[src/rtl/seq_divider_32.sv]
// seq_divider_32: multi-cycle signed divider, non-restoring recurrence, one quotient bit per clock.
// Quotient goes to LO, remainder (sign of dividend) to HI; fixed latency for every operand.
module seq_divider_32 #(
   parameter int WIDTH = 32
) (
   input  logic             clk,
   input  logic             clr,
   input  logic             in_start,
   input  logic [WIDTH-1:0] in_dividend,
   input  logic [WIDTH-1:0] in_divisor,
   output logic [WIDTH-1:0] out_quotient,
   output logic [WIDTH-1:0] out_remainder,
   output logic             out_busy,
   output logic             out_done,
   output logic             out_div_zero
);
   localparam int CW = $clog2(WIDTH + 1);
   typedef enum logic [1:0] {IDLE, CALC, FIX, DONE} state_t;
   state_t state, state_nx;
   logic [CW-1:0] count;
   logic [WIDTH-1:0] q, b;
   logic [WIDTH:0] p, p_sh, p_nx, p_fix;
   logic sign_a, sign_b, zero;
   // q doubles as the dividend shift register; its MSB feeds the partial remainder
   assign p_sh = {p[WIDTH-1:0], q[WIDTH-1]};
   assign p_nx = p[WIDTH] ? p_sh + {1'b0, b} : p_sh - {1'b0, b};
   assign p_fix = p[WIDTH] ? p + {1'b0, b} : p;
   always_ff @(posedge clk)
      state <= clr ? IDLE : state_nx;
   always_comb
      state_nx = state == IDLE ? (in_start ? CALC : IDLE) :
                 state == CALC ? (count == CW'(1) ? FIX : CALC) :
                 state == FIX  ? DONE : IDLE;
   always_comb begin
      out_busy = state == CALC || state == FIX;
      out_done = state == DONE;
   end
   always_ff @(posedge clk) begin
      if (clr) begin
         count <= '0;
         p <= '0;
         q <= '0;
         b <= '0;
         sign_a <= 1'b0;
         sign_b <= 1'b0;
         zero <= 1'b0;
         out_quotient <= '0;
         out_remainder <= '0;
         out_div_zero <= 1'b0;
      end else begin
         case (state)
            IDLE: if (in_start) begin
               q <= in_dividend[WIDTH-1] ? -in_dividend : in_dividend;
               b <= in_divisor[WIDTH-1] ? -in_divisor : in_divisor;
               sign_a <= in_dividend[WIDTH-1];
               sign_b <= in_divisor[WIDTH-1];
               zero <= in_divisor == '0;
               p <= '0;
               count <= CW'(WIDTH);
               out_div_zero <= 1'b0;
            end
            CALC: begin
               p <= p_nx;
               q <= {q[WIDTH-2:0], ~p_nx[WIDTH]};
               count <= count - CW'(1);
            end
            FIX: begin
               // a zero divisor leaves q all ones and p = |dividend|, so only the quotient sign needs overriding
               out_quotient <= zero ? '1 : (sign_a ^ sign_b) ? -q : q;
               out_remainder <= sign_a ? -p_fix[WIDTH-1:0] : p_fix[WIDTH-1:0];
               out_div_zero <= zero;
            end
            default: ;
         endcase
      end
   end
endmodule

[config.mk]
export PLATFORM = sky130hd
export DESIGN_NAME = seq_divider_32
export DESIGN_NICKNAME = d
export VERILOG_FILES = /design/src/rtl/seq_divider_32.sv
export SDC_FILE = /design/constraint.sdc
export NUM_CORES = 1
export LEC_CHECK = 0
export CAP_MARGIN = 20
export CORE_MARGIN = 2
export CORE_UTILIZATION = 32
export DETAILED_ROUTE_END_ITERATION = 16
export GPL_TIMING_DRIVEN = 0
export PLACE_DENSITY = 0.57
export SYNTH_ARGS = -nofsm -noshare
export SYNTH_HDL_FRONTEND = slang
export SYNTH_SLANG_ARGS = --single-unit
[constraint.sdc]
create_clock -name clk -period 6.75 [get_ports clk]
set_input_delay 1.35 -clock clk [delete_from_list [all_inputs] [get_ports clk]]
set_output_delay 1.35 -clock clk [all_outputs]
set_load 0.05 [all_outputs]
==> summary.txt <==
STA
  • Crit path time final: 6.33 ns
  • Final Max Tran Viols: 0
  • Final Setup Violations: 0
  • RSZ-0062 raised after global routing: no
  • Clk_skew: 0.0130 ns
  • Setup ws final: 0.422 ns
  • Period utilization: 0.938
  • Peak Freq: 158 MHz
  • Relative slew slack: 0.344
  • Final Hold Fails: 0
  • Final hold slack: 0.484 ns
  • Worst slew pin tran: 0.975 ns

Route
  • Final wirelength: 45300 µm
  • DR vias: 13300
  • DRC errors left: 0
  • DR vias/cell: 5.43
  • TritonRoute pass-1 iters: 5
  • Met2 routed WL: 19300 µm
  • Met3 WL: 2940 µm
  • Antenna-violating nets left: 0
  • DRT iter0 DRCs: 784
  • Max layer used: met4
  • WL met1: 22100 µm
  • WL/cell: 18.5 µm

CTS
  • CTS tree: yes
  • Setup Buffers After CTS: 0
  • CTS sink cnt: 173
  • H-tree level count: 4
  • Longest Clk Path Bufs: 2
  • Clock-pin slew on the worst setup and hold paths: 0.08 ns
  • Clk root buf: clkbuf_16
  • Clock buffer count from CTS: 17
  • # hold bufs at CTS: 0
  • Clk_lat worst skew: 0.45 ns

GRT
  • Largest net degree at the start of global routing: 20
  • Initial antenna violation count: 0
  • Number of global-route vias before repair: 12600
  • Grt ovf: 0
  • GRT Total Usage: 0.206
  • First-pass GRT wire length: 70800 µm

Worst hold path
  • Min-Delay Path Class: reg2reg

Placement
  • HPWL after DPL: 36700 µm
  • IO buf count: 133
  • Dpl ws: -0.750 ns
  • RD Place Congestion: 0.908

Synth
  • Syn Nets: 1900
  • Number of synthesized flops with an enable pin: 0
  • Mean Syn Cell Area: 7.55 µm²
  • Main flop type after synthesis: dfxtp_1
  • Mapped Cells: 1756
  • FF+latch count, synth: 173
  • Ys async rst share: 0
  • Sequential-to-total area share from yosys stat: 0.261
  • Yosys warnings: 0
  • Cell Area, Synth: 13300 µm²
  • Netlist cell types: 79

Power
  • Switching portion of total power: 0.367
  • Sw Pwr: 1.18 mW
  • Design Power: 3.23 mW
  • Clock Power Share: 0.322
  • Pwr/cell area: 204 nW/µm²
  • Int Power: 2.05 mW
  • Logic pwr share: 0.320
  • Leak: 5.96 nW
  • Worst-case vdd ir drop: 0.123 mV
  • Sequential Power Share: 0.358

Worst setup path
  • Slowest CP cell: buf_2
  • Max incr delay on CP: 0.46 ns
  • Max FO, Critical Path: 19
  • CP endpoint kind: flip-flop
  • Crit path cell chain: clkbuf_1 > buf_2 > clkbuf_1 > clkbuf_2 > buf_2 > clkbuf_2 > mux2_2 > inv_1 > fa_1 > nor2b_1 > o21a_1 > o21ai_0 > a211oi_1 > o21ai_0 > a211oi_1 > nor2_1 > a2111oi_0 > o21bai_1 > a2bb2oi_1 > nor2_1
  • FF-to-FF setup slack: 0.42 ns
  • Crit start category: flip-flop
  • Crit Path Class: reg2reg
  • WP data required: 7.07 ns
  • Critical Path AT: 6.64 ns

Layout
  • Post-layout util: 0.388
  • Layout area overhead: 19.7%
  • Layout Nets: 2051
  • Register area: 3460 µm²
  • Share of cells above drive strength 1: 0.0370
  • Antenna diode count: 0
  • Area of the multi-input gates: 9300 µm²
  • Fillcell total: 4202

Floorplanning
  • Core footprint: 40800 µm²
  • Starting Density: 0.325
  • Die Height: 208 µm
  • I/O pin cnt: 134
  • Die area: 43100 µm²
  • Rows: 74
  • Die Wd: 208 µm

Run
  • Max-capacitance violation count: 0

Run status
  • Status: finished clean
==> repair_timing <==
action,CTS,global route
hold endpoints to repair,0,0
pin swaps,0,0
gates resized for setup,2,4
setup endpoints to repair,16,6
==> power by group through the flow <==
| stage | Sequential [mW] | Combinational, mW | Clock (mW) |
|---|---|---|---|
| 3_5_place_dp | 1.17 | 1.02 | 0 |
| 4_1_cts | 1.15 | 1.03 | 1.06 |
| 2_1_floorplan | 1.14 | 0.763 | 0 |
| 6_report | 1.15 | 1.03 | 1.04 |
| 5_1_grt | 1.16 | 1.15 | 1.10 |
| 3_3_place_gp | 1.17 | 1.01 | 0 |
==> cells in the final DEF (no fill, tap or decap), types with 23 or more instances in the layout <==
cell             synthesis  layout
xor2_1                 114     114
dfxtp_1                173     173
nor3_1                  39      39
o21ai_0                103     103
nand3_1                 25      25
a211oi_1                46      46
a21oi_1                141     141
a22oi_1                 23      23
xnor2_1                 75      75
a21o_1                  29      29
nor2_1                 198     198
clkbuf_1                86      84
nand2_1                205     205
o31ai_1                 33      33
inv_1                   34      34
ha_1                    75      75
clkdlybuf4s50_1          0     133
mux2i_1                 26      26
or3_1                   26      26
o22ai_1                 33      33
==> Yosys cell counts, types with 4 or more instances <==
library cell,number,area share
o41ai_1,11,0.0073
o211ai_1,15,0.0085
o21ai_0,103,0.039
mux2i_1,26,0.020
a211oi_1,46,0.026
nor2_1,198,0.056
ha_1,75,0.071
nor2b_1,16,0.0076
dfxtp_1,173,0.26
a22o_1,5,0.0033
xnor2_1,75,0.050
xor2_1,114,0.075
and3_1,6,0.0028
nand3_1,25,0.0094
buf_1,9,0.0025
nand2_1,205,0.058
o221ai_1,4,0.0026
o22ai_1,33,0.016
clkbuf_1,86,0.024
o31ai_1,33,0.019
a31oi_1,14,0.0066
nor4_1,17,0.0080
a211o_1,10,0.0066
nand3b_1,6,0.0034
o21bai_1,6,0.0034
o21a_1,9,0.0051
a21o_1,29,0.016
nor3_1,39,0.015
and2_1,6,0.0028
or2_2,7,0.0033
o31a_1,4,0.0026
o21ai_1,9,0.0034
nand2b_1,17,0.0080
o21ai_2,4,0.0026
a21boi_0,4,0.0023
or4_1,17,0.0096
a31o_2,4,0.0026
a21oi_1,141,0.053
or3_1,26,0.012
nand4_1,14,0.0066
inv_1,34,0.0096
a22oi_1,23,0.013
==> per-layer routing <==
metal / GRT usage / vias up
li1: - / 6669
met1: 0.298 / 6240
met2: 0.316 / 360
met3: 0.0289 / 44
met4: 0.0660 / 0
met5: 0 / -
==> flip-flops by register name, summed over array words and instances, names as in the netlist <==
name,cells
count,6
b,32
out_div_zero,1
p,33
out_remainder,32
sign_b,1
state,2
sign_a,1
q,32
out_quotient,32
zero,1
==> worst max-delay path: cells and delay by family (launching register included) <==
| family | cells | cell delay [ns] |
|---|---|---|
| AO/OA/AOI/OAI | 8 | 2.25 |
| adder cells (fa/ha/maj) | 1 | 0.43 |
| buffers and inverters | 7 | 2.55 |
| flip-flops | 1 | 0.37 |
| multiplexers | 1 | 0.26 |
| AND/OR/NAND/NOR | 3 | 0.32 |
==> worst paths after layout <==
| check | startpoint | to | cells past startpoint |
|---|---|---|---|
| worst min register to register | out_remainder[24]$_SDFFE_PP0P_ | out_remainder[24]$_SDFFE_PP0P_ | 2 |
| worst min-delay path | out_remainder[24]$_SDFFE_PP0P_ | out_remainder[24]$_SDFFE_PP0P_ | 2 |
| worst max-delay path | p[32]$_SDFFE_PP0P_ | q[0]$_SDFFE_PP0P_ | 20 |
| worst max register to register | p[32]$_SDFFE_PP0P_ | q[0]$_SDFFE_PP0P_ | 20 |
==> cells by family (layout without fill, tap and decap cells) <==
logic type	Yosys count	after routing	synth area share
AO/OA/AOI/OAI	539	539	0.264
multiplexers	29	29	0.0222
adder cells (fa/ha/maj)	77	77	0.0738
AND/OR/NAND/NOR	617	617	0.216
buffers and inverters	132	296	0.0376
flip-flops	173	173	0.261
XOR/XNOR	189	189	0.125
==> stage by stage <==
step                      instances  instance area (µm²)  setup TNS, ns
after global placement         2421                15300          -7.41
after CTS                      2452                15900              0
final                          2452                15900              0
after detailed placement       2421                15300          -6.59
after global routing           2452                15900              0
after floorplan                1756                13300              0
==> final cells by class <==
type,instances,share of cell area
multi-input combinational,1451,0.586
sequential,173,0.218
timing repair buffer,133,0.0839
tap,532,0.0420
clock buffer,17,0.0268
buffer,96,0.0232
clock inverter,15,0.0114
inverter,35,0.00828
(Power assumes the default switching activity.)
